**src/rtl/lc3b_types.sv**
```systemverilog
// Shared LC-3b types: data word, burst beat index and the pmem burst bridge states.
package lc3b_types;

  typedef logic [15:0] lc3b_word;
  typedef logic [2:0]  lc3b_beat;

  typedef enum logic [1:0] {
    IDLE,
    READ_BEAT,
    WRITE_BEAT,
    RESPOND
  } lc3b_burst_state;

  localparam int BEATS_PER_LINE = 8;

endpackage

```
**src/rtl/line_word_slicer.sv**
```systemverilog
// Combinational pick of one word out of a cache line, word k at bits [k*W +: W].
module line_word_slicer #(
  parameter int WORD_WIDTH = 16,
  parameter int BEATS      = 8
) (
  input  logic [WORD_WIDTH*BEATS-1:0] line,
  input  logic [$clog2(BEATS)-1:0]    beat,
  output logic [WORD_WIDTH-1:0]       word
);

  logic [WORD_WIDTH-1:0] words [BEATS];

  for (genvar gi = 0; gi < BEATS; gi++) begin : g_split
    assign words[gi] = line[gi*WORD_WIDTH +: WORD_WIDTH];
  end

  assign word = words[beat];

endmodule

```
**src/rtl/pmem_burst_bridge.sv**
```systemverilog
// Responder for the L2 line port: turns one 128-bit line read/write into an
// 8-beat burst of 16-bit word transactions and pulses pmem_resp when done.
module pmem_burst_bridge
  import lc3b_types::*;
#(
  parameter int WORD_WIDTH = 16,
  parameter int BEATS      = BEATS_PER_LINE,
  parameter int ADDR_WIDTH = 16
) (
  input  logic                        clk,
  input  logic                        rst_n,
  input  logic                        pmem_read,
  input  logic                        pmem_write,
  input  logic [ADDR_WIDTH-1:0]       pmem_addr,
  input  logic [WORD_WIDTH*BEATS-1:0] pmem_wdata,
  output logic [WORD_WIDTH*BEATS-1:0] pmem_rdata,
  output logic                        pmem_resp,
  output logic                        word_read,
  output logic                        word_write,
  output logic [ADDR_WIDTH-1:0]       word_addr,
  output logic [WORD_WIDTH-1:0]       word_wdata,
  input  logic [WORD_WIDTH-1:0]       word_rdata,
  input  logic                        word_resp
);

  localparam int LINE_WIDTH  = WORD_WIDTH * BEATS;
  localparam int BEAT_W      = $clog2(BEATS);
  localparam int BYTE_OFF_W  = $clog2(WORD_WIDTH / 8);
  localparam int LINE_OFF_W  = BYTE_OFF_W + BEAT_W;
  localparam int LINE_ADDR_W = ADDR_WIDTH - LINE_OFF_W;

  lc3b_burst_state          state_reg;
  lc3b_beat                 beat_reg;
  lc3b_beat                 beat_next;
  logic [LINE_ADDR_W-1:0]   line_addr_reg;
  logic [LINE_WIDTH-1:0]    line_buf_reg;
  logic [WORD_WIDTH-1:0]    next_wdata;
  logic [WORD_WIDTH-1:0]    rdata_slot_reg [BEATS];
  logic                     last_beat;
  logic                     beat_done;
  logic                     unused_addr_bits;

  assign unused_addr_bits = ^pmem_addr[LINE_OFF_W-1:0];

  assign beat_next = beat_reg + lc3b_beat'(1);
  assign last_beat = (beat_reg == lc3b_beat'(BEATS - 1));
  assign beat_done = word_resp && ((state_reg == READ_BEAT) || (state_reg == WRITE_BEAT));

  // Outputs are registered, so the word for the upcoming beat is selected one cycle early.
  line_word_slicer #(
    .WORD_WIDTH (WORD_WIDTH),
    .BEATS      (BEATS)
  ) u_slicer (
    .line (line_buf_reg),
    .beat (beat_next),
    .word (next_wdata)
  );

  always_ff @(posedge clk or negedge rst_n) begin
    if (!rst_n) begin
      state_reg     <= IDLE;
      beat_reg      <= '0;
      line_addr_reg <= '0;
      line_buf_reg  <= '0;
      pmem_resp     <= 1'b0;
      word_read     <= 1'b0;
      word_write    <= 1'b0;
      word_addr     <= '0;
      word_wdata    <= '0;
    end else begin
      pmem_resp <= 1'b0;
      case (state_reg)
        IDLE: begin
          if (pmem_write || pmem_read) begin
            line_addr_reg <= pmem_addr[ADDR_WIDTH-1:LINE_OFF_W];
            line_buf_reg  <= pmem_wdata;
            beat_reg      <= '0;
            word_addr     <= {pmem_addr[ADDR_WIDTH-1:LINE_OFF_W], {LINE_OFF_W{1'b0}}};
            word_wdata    <= pmem_wdata[WORD_WIDTH-1:0];
            if (pmem_write) begin
              state_reg  <= WRITE_BEAT;
              word_write <= 1'b1;
            end else begin
              state_reg <= READ_BEAT;
              word_read <= 1'b1;
            end
          end
        end
        READ_BEAT, WRITE_BEAT: begin
          if (word_resp) begin
            beat_reg <= beat_next;
            if (last_beat) begin
              state_reg  <= RESPOND;
              pmem_resp  <= 1'b1;
              word_read  <= 1'b0;
              word_write <= 1'b0;
            end else begin
              word_addr  <= {line_addr_reg, beat_next, {BYTE_OFF_W{1'b0}}};
              word_wdata <= next_wdata;
            end
          end
        end
        RESPOND: state_reg <= IDLE;
        default: state_reg <= IDLE;
      endcase
    end
  end

  // Each read slot captures only on its own beat, so earlier slots keep their data.
  for (genvar gi = 0; gi < BEATS; gi++) begin : g_rdata
    always_ff @(posedge clk or negedge rst_n) begin
      if (!rst_n) begin
        rdata_slot_reg[gi] <= '0;
      end else if (beat_done && (state_reg == READ_BEAT) && (beat_reg == lc3b_beat'(gi))) begin
        rdata_slot_reg[gi] <= word_rdata;
      end
    end
    assign pmem_rdata[gi*WORD_WIDTH +: WORD_WIDTH] = rdata_slot_reg[gi];
  end

endmodule

```
**config.mk**
```make
export PLATFORM = sky130hd
export DESIGN_NAME = pmem_burst_bridge
export DESIGN_NICKNAME = d
export VERILOG_FILES = /design/src/rtl/lc3b_types.sv /design/src/rtl/line_word_slicer.sv /design/src/rtl/pmem_burst_bridge.sv
export SDC_FILE = /design/constraint.sdc
export NUM_CORES = 1
export LEC_CHECK = 0
export CAP_MARGIN = 30
export CELL_PAD_IN_SITES_DETAIL_PLACEMENT = 1
export CELL_PAD_IN_SITES_GLOBAL_PLACEMENT = 1
export CORE_AREA = 4 4 203 205
export CTS_CLUSTER_DIAMETER = 100
export DETAILED_ROUTE_END_ITERATION = 10
export DIE_AREA = 0 0 207 209
export GPL_TIMING_DRIVEN = 0
export MAX_ROUTING_LAYER = met4
export PLACE_DENSITY = 0.82
export REMOVE_ABC_BUFFERS = 1
export SYNTH_ARGS = -nofsm -noshare
export SYNTH_HDL_FRONTEND = slang
export SYNTH_SLANG_ARGS = --single-unit
```
**constraint.sdc**
```tcl
create_clock -name clk -period 1.9 [get_ports clk]
set_input_delay 0.38 -clock clk [delete_from_list [all_inputs] [get_ports clk]]
set_output_delay 0.38 -clock clk [all_outputs]
set_load 0.01 [all_outputs]
```
Yosys cells after proc, flatten, opt, wreduce, memory -nomap -nowiden
Cells that the tools add are included.

Word-level logic and storage cells: 88. Register bits after elaboration: 308.

Multiplexer cells: 30. Equal/unequal tests: 16. $add $sub $neg: 1. Magnitude comparators: 1. Bitwise gates (word level): 1. Reductions and logical operators: 22.

Operators with widths (number): $mux W16 (8); $pmux W16 S2 (2); $bmux W16 S3 (1); $eq A3 B3 Y1 const B (4); $ne A2 B2 Y1 const B (6); $logic_and A1 B1 Y1 (10); $reduce_and A5 Y1 (2); $mux W1 (9); $mux W2 (4); $eq A3 B2 Y1 const B (2); $mux W3 (2); $pmux W2 S3 (1); $pmux W3 S2 (1); $reduce_and A3 Y1 (2); $eq A2 B2 Y1 const B (2); $ge A4 B4 Y1 const B (1); $not A3 Y4 (1); $pmux W1 S2 (2); $reduce_and A4 Y1 (1); $add A3 B1 Y3 const B (1); $eq A3 B1 Y1 const B (1); $logic_not A3 Y1 (1); $eq A2 B1 Y1 const B (1); $logic_not A2 Y1 (1); 4 further kinds (5).

Longest topological paths before layout
Word-level depth: 8. Gate-level depth with buffers: 9.

Cells and area by module
From an unflattened synthesis, not the netlist that was laid out.

Cell total of the unflattened synthesis: 799. Area, all modules: 13070.0 um2.

By module, submodules not included: pmem_burst_bridge (sequential area each 7682.4 um2, cells an instance 742, times used 1, area an instance 11999.0 um2); line_word_slicer (sequential area each 0.0 um2, cells an instance 57, times used 1, area an instance 1071.0 um2).

Least setup slack after synthesis
OpenSTA, ideal clock, no wires.

Kind: register to register. From: register beat_reg[0]. To: register rdata_slot_reg (netlist bit pmem_rdata[10]). Stages on the path, launching flop included: 9. Library setup time: 0.125 ns. Data required time: 1.775 ns. Period minus slack after synthesis: 2.028 ns. Buffers on the path: 3. Arrival time: 1.904 ns. Path slack: -0.128 ns. Cell sequence: dfrtp_1 > buf_6 > buf_6 > inv_1 > ha_1 > nand2_1 > nor3_2 > buf_4 > mux2_2.

Longest elaborated chain between the ends: 2.

RTL lines: from (decl) (line pmem_burst_bridge.sv:33) `lc3b_beat beat_reg;`; from (signal assigned) (line pmem_burst_bridge.sv:91) `beat_reg <= beat_next;`; $logic_not A3 Y1 (line pmem_burst_bridge.sv:114) `end else if (beat_done && (state_reg == READ_BEAT) && (beat_reg == lc3b_beat'(gi))) begin`; $logic_and A1 B1 Y1 (line pmem_burst_bridge.sv:114); to (signal, indexed assignment) (line pmem_burst_bridge.sv:115) `rdata_slot_reg[gi] <= word_rdata;`; to (decl) (line pmem_burst_bridge.sv:38) `logic [WORD_WIDTH-1:0] rdata_slot_reg [BEATS];`.

No other way between the ends. A chain may end at the register's enable or synchronous reset.

Worst setup path after layout
From: register beat_reg[0]. To: register word_wdata[2].

Longest elaborated chain between the ends: 8. Elaborated cells between the ends (all ways): 11.

RTL lines: $add A3 B1 Y3 (line pmem_burst_bridge.sv:45) `assign beat_next = beat_reg + lc3b_beat'(1);`; $not A3 Y4 (implied by the code) (line line_word_slicer.sv:17) `assign word = words[beat];`; $bmux W16 S3 (line line_word_slicer.sv:17); $mux W16 (implied by the code) (2 in a row) (line line_word_slicer.sv:17); $mux W16 (line pmem_burst_bridge.sv:92) `if (last_beat) begin`; $mux W16 (line pmem_burst_bridge.sv:90) `if (word_resp) begin`; $pmux W16 S2 (line pmem_burst_bridge.sv:72) `case (state_reg)`; to (signal assigned) (line pmem_burst_bridge.sv:79) `word_wdata <= pmem_wdata[WORD_WIDTH-1:0];`; to (signal assigned) (line pmem_burst_bridge.sv:99) `word_wdata <= next_wdata;`; to (decl) (line pmem_burst_bridge.sv:21) `output logic [WORD_WIDTH-1:0] word_wdata,`.

Several ways; a longest one is shown, not always the timed one. The select of a mux whose other input is x is not followed.

==> summary.md <==
| Metric | Value |
|---|---|
| Pre-CTS WS | `-1.17 ns` |
| Wire per inst | `23.2 microns` |
| Most used flip-flop cell after synthesis | `dfrtp_1` |
| Worst skew pair latency | `0.54 ns` |
| Iter 0 DRT Violations | `469` |
| Number of max-cap violations | `0` |
| Hold Fails Final Rpt | `0` |
| CTS Root Cell | `clkbuf_16` |
| Combinational cell fraction of total power | `0.453` |
| Global-route wire length before repair | `70,400 microns` |
| Fin cells | `2,027` |
| Die Wd | `207 microns` |
| DIE AREA | `43,300 sq um` |
| Worst Path Arrival | `2.60 ns` |
| Vias post-DR | `10.1k` |
| RSZ-0062 raised after global routing | `true` |
| Dominant cell type by area after synthesis | `dfrtp_1` |
| Period utilization | `1.15` |
| Share of layout cells above drive strength 1 | `0.195` |
| Setup CP Type | `reg2reg` |
| Fin. max-slew vios | `0` |
| Final-layout fill cell count | `4,137` |
| Fin area | `18,900 sq um` |
| Final min period | `2.18 ns` |
| Overflow left after global routing | `0` |
| Data required, critical path | `2.32 ns` |
| Post-Syn Instances | `1,121` |
| Area delta synth->final | `46.2%` |
| Yosys reg bits | `307` |
| DP HPWL | `27,400 microns` |
| Worst setup margin | `-0.284 ns` |
| ANT nets after route | `0` |
| WL final | `47,000 microns` |
| Number of port buffers | `322` |
| CP max-delay cell | `dfrtp_4` |
| Post-synthesis sequential area ratio | `0.595` |
| Reg2reg start | `beat_reg[0]` |
| IO Count | `328` |
| Number of enable flip-flop cells after synthesis | `0` |
| Post-DP Area | `16,900 sq um` |
| FP Rows | `73` |
| Worst reg2reg setup slack | `-0.28 ns` |
| CP dominant cell by count | `ha_4` |
| Area of the multi-input gates | `5060 sq um` |
| H-tree lvl count | `2` |
| Largest net degree at the start of global routing | `124` |
| Antenna violations before repair | `1` |
| CP max FO | `7` |
| Register Area | `7690 sq um` |
| Hold Crit Class | `in2reg` |
| Hold_sp | `pmem_wdata[95]` |
| Flop pwr share | `0.333` |
| Hold Path Depth | `3` |
| Final design utilization | `0.479` |
| Reg2Reg Depth | `8` |
| Global-route usage over all layers | `0.216` |
| Num CTS Buffers | `36` |
| Sw Share | `0.365` |
| Setup violations, final | `32` |
| Mapped Area | `12,900 sq um` |
| Internal power | `20.5 mW` |
| Top cells by area, synth | `dfrtp_1, nand2_1, mux2_2` |
| Failing checks | `setup timing` |
| Crit. End Element | `flop` |
| Yosys cell types | `38` |
| Status | `finished with violations` |
| Crit path capture | `word_wdata[2]` |
| Routability Congestion | `0.756` |
| Clock network fraction of design power | `0.215` |
| Clock slew at reported path FFs | `0.06 ns` |
| Final Power | `32.2 mW` |
| Via/cell ratio | `4.97` |
| Placed cells | `1,919` |
| Clk buf depth | `3` |
| Avg Synthesized Cell Area | `11.5 sq um` |
| Die Y | `209 microns` |
| Clk sinks | `307` |
| Slew headroom | `0.522` |
| Syn. warnings | `0` |
| Leak | `9.48 nW` |
| Most common cell in the netlist | `nand2_1` |
| PwrDens | `1710 nW/um^2` |
| Crit-path cells | `ha_4, ha_4, buf_4, buf_12, mux4_2, mux2i_1, a211oi_1, a21o_1` |
| CTS tree | `built` |
| DRC Markers | `0` |
| Core Box Area | `39,500 sq um` |
| First-pass detailed-route iteration total | `4` |
| Crit path largest cell delay | `0.48 ns` |
| Starting Density | `0.327` |
| Final #Nets | `1,651` |
| Setup Skew | `0.0224 ns` |
| Critical path launch point | `beat_reg[0]` |
| Critical Path Source Type | `flop` |
| Asr flop ratio synth | `1.00` |
| Vias in the first global route | `11.3k` |
| RR Endpoint | `word_wdata[2]` |
| Peak supply drop | `0.000807 V` |
| Sw power | `11.7 mW` |
| Top-area cell type share of the netlist area | `0.595` |
| Slew @ Worst Pin | `0.716 ns` |
| Fmax | `0.458 GHz` |
| Post-synth top cells | `nand2_1, dfrtp_1, mux2_2, mux2i_1, mux4_2` |
## cells by family after synthesis
family | after synthesis | synth area share
buffers and inverters | 72 | 0.0298
and+or+nand+nor | 478 | 0.143
muxes | 188 | 0.191
AOI/OAI and AO/OA | 67 | 0.0337
adders and majority gates | 8 | 0.00775
DFF | 307 | 0.595
other | 1 | 0.000290
## worst min-delay path by stage
stage | to | slack, ns
detailed placement | pmem_rdata[24] | 0.38
global placement | line_buf_reg[55] | 0.45
floorplan | beat_reg[0] | 0.08
finish | line_buf_reg[95] | 0.37
global route | line_buf_reg[99] | 0.36
CTS | line_buf_reg[84] | 0.33
## placed cells by master (no fill, tap or decap), types with 20 or more instances in the layout
cell type,n
nand2_1,442
dfrtp_1,304
clkdlybuf4s50_1,270
mux2_2,118
clkbuf_16,39
dlymetal6s2s_1,34
mux4_2,29
mux2i_1,26
o21ai_0,20
buf_4,20
## area by class of cell
type,instances,area share
Sequential cell,307,0.407
Multi-Input combinational cell,745,0.268
Timing Repair Buffer,381,0.227
Clock buffer,55,0.0563
Tap cell,525,0.0348
Clock inverter,6,0.00497
Inverter,7,0.00152
Antenna cell,1,0.000133
## stage by stage
| stage | setup TNS, ns | hold slack [ns] |
|---|---|---|
| after floorplan | -722.32 | 0.0844 |
| after global placement | -5511.29 | 0.449 |
| after detailed placement | -194.45 | 0.383 |
| after CTS | -3.91 | 0.332 |
| after global routing | -6.91 | 0.362 |
| final | -4.23 | 0.369 |
## routing by layer
metal | wire (microns) | vias to the layer above | share of wire | track usage
met3 | 3290 | 85 | 0.070 | 0.0528
met1 | 18900 | 5156 | 0.40 | 0.252
met2 | 23200 | 391 | 0.49 | 0.361
met4 | 1650 | 0 | 0.035 | 0.0860
li1 | - | 4440 | - | -
met5 | 0 | - | 0 | -
## power groups by stage
stage | Clock (mW) | Sequential [mW] | Combinational [mW]
after floorplan | 0 | 10.8 | 5.80
after global placement | 0 | 10.2 | 9.02
after detailed placement | 0 | 10.9 | 12.4
after CTS | 7.07 | 10.7 | 14.4
after global routing | 7.42 | 11.0 | 15.9
final | 6.92 | 10.7 | 14.6
## critical path, delay by kind of cell, from the launching register on
| family | cells | cell delay (ns) |
|---|---|---|
| adder cells (fa/ha/maj) | 2 | 0.51 |
| AO/OA/AOI/OAI | 2 | 0.27 |
| flip-flops | 1 | 0.48 |
| multiplexers | 2 | 0.51 |
| buffers and inverters | 2 | 0.27 |
## timing repair
item | CTS | global route
pin swaps | 14 | 8
endpoints found under the hold margin | 67 | 0
setup endpoints to repair | 252 | 197
gates resized for setup | 59 | 45
cloned | 8 | 3
setup buffers | 26 | 8
hold buffers | 1 | 0
No activity file was read; power rests on OpenSTA's default activity.
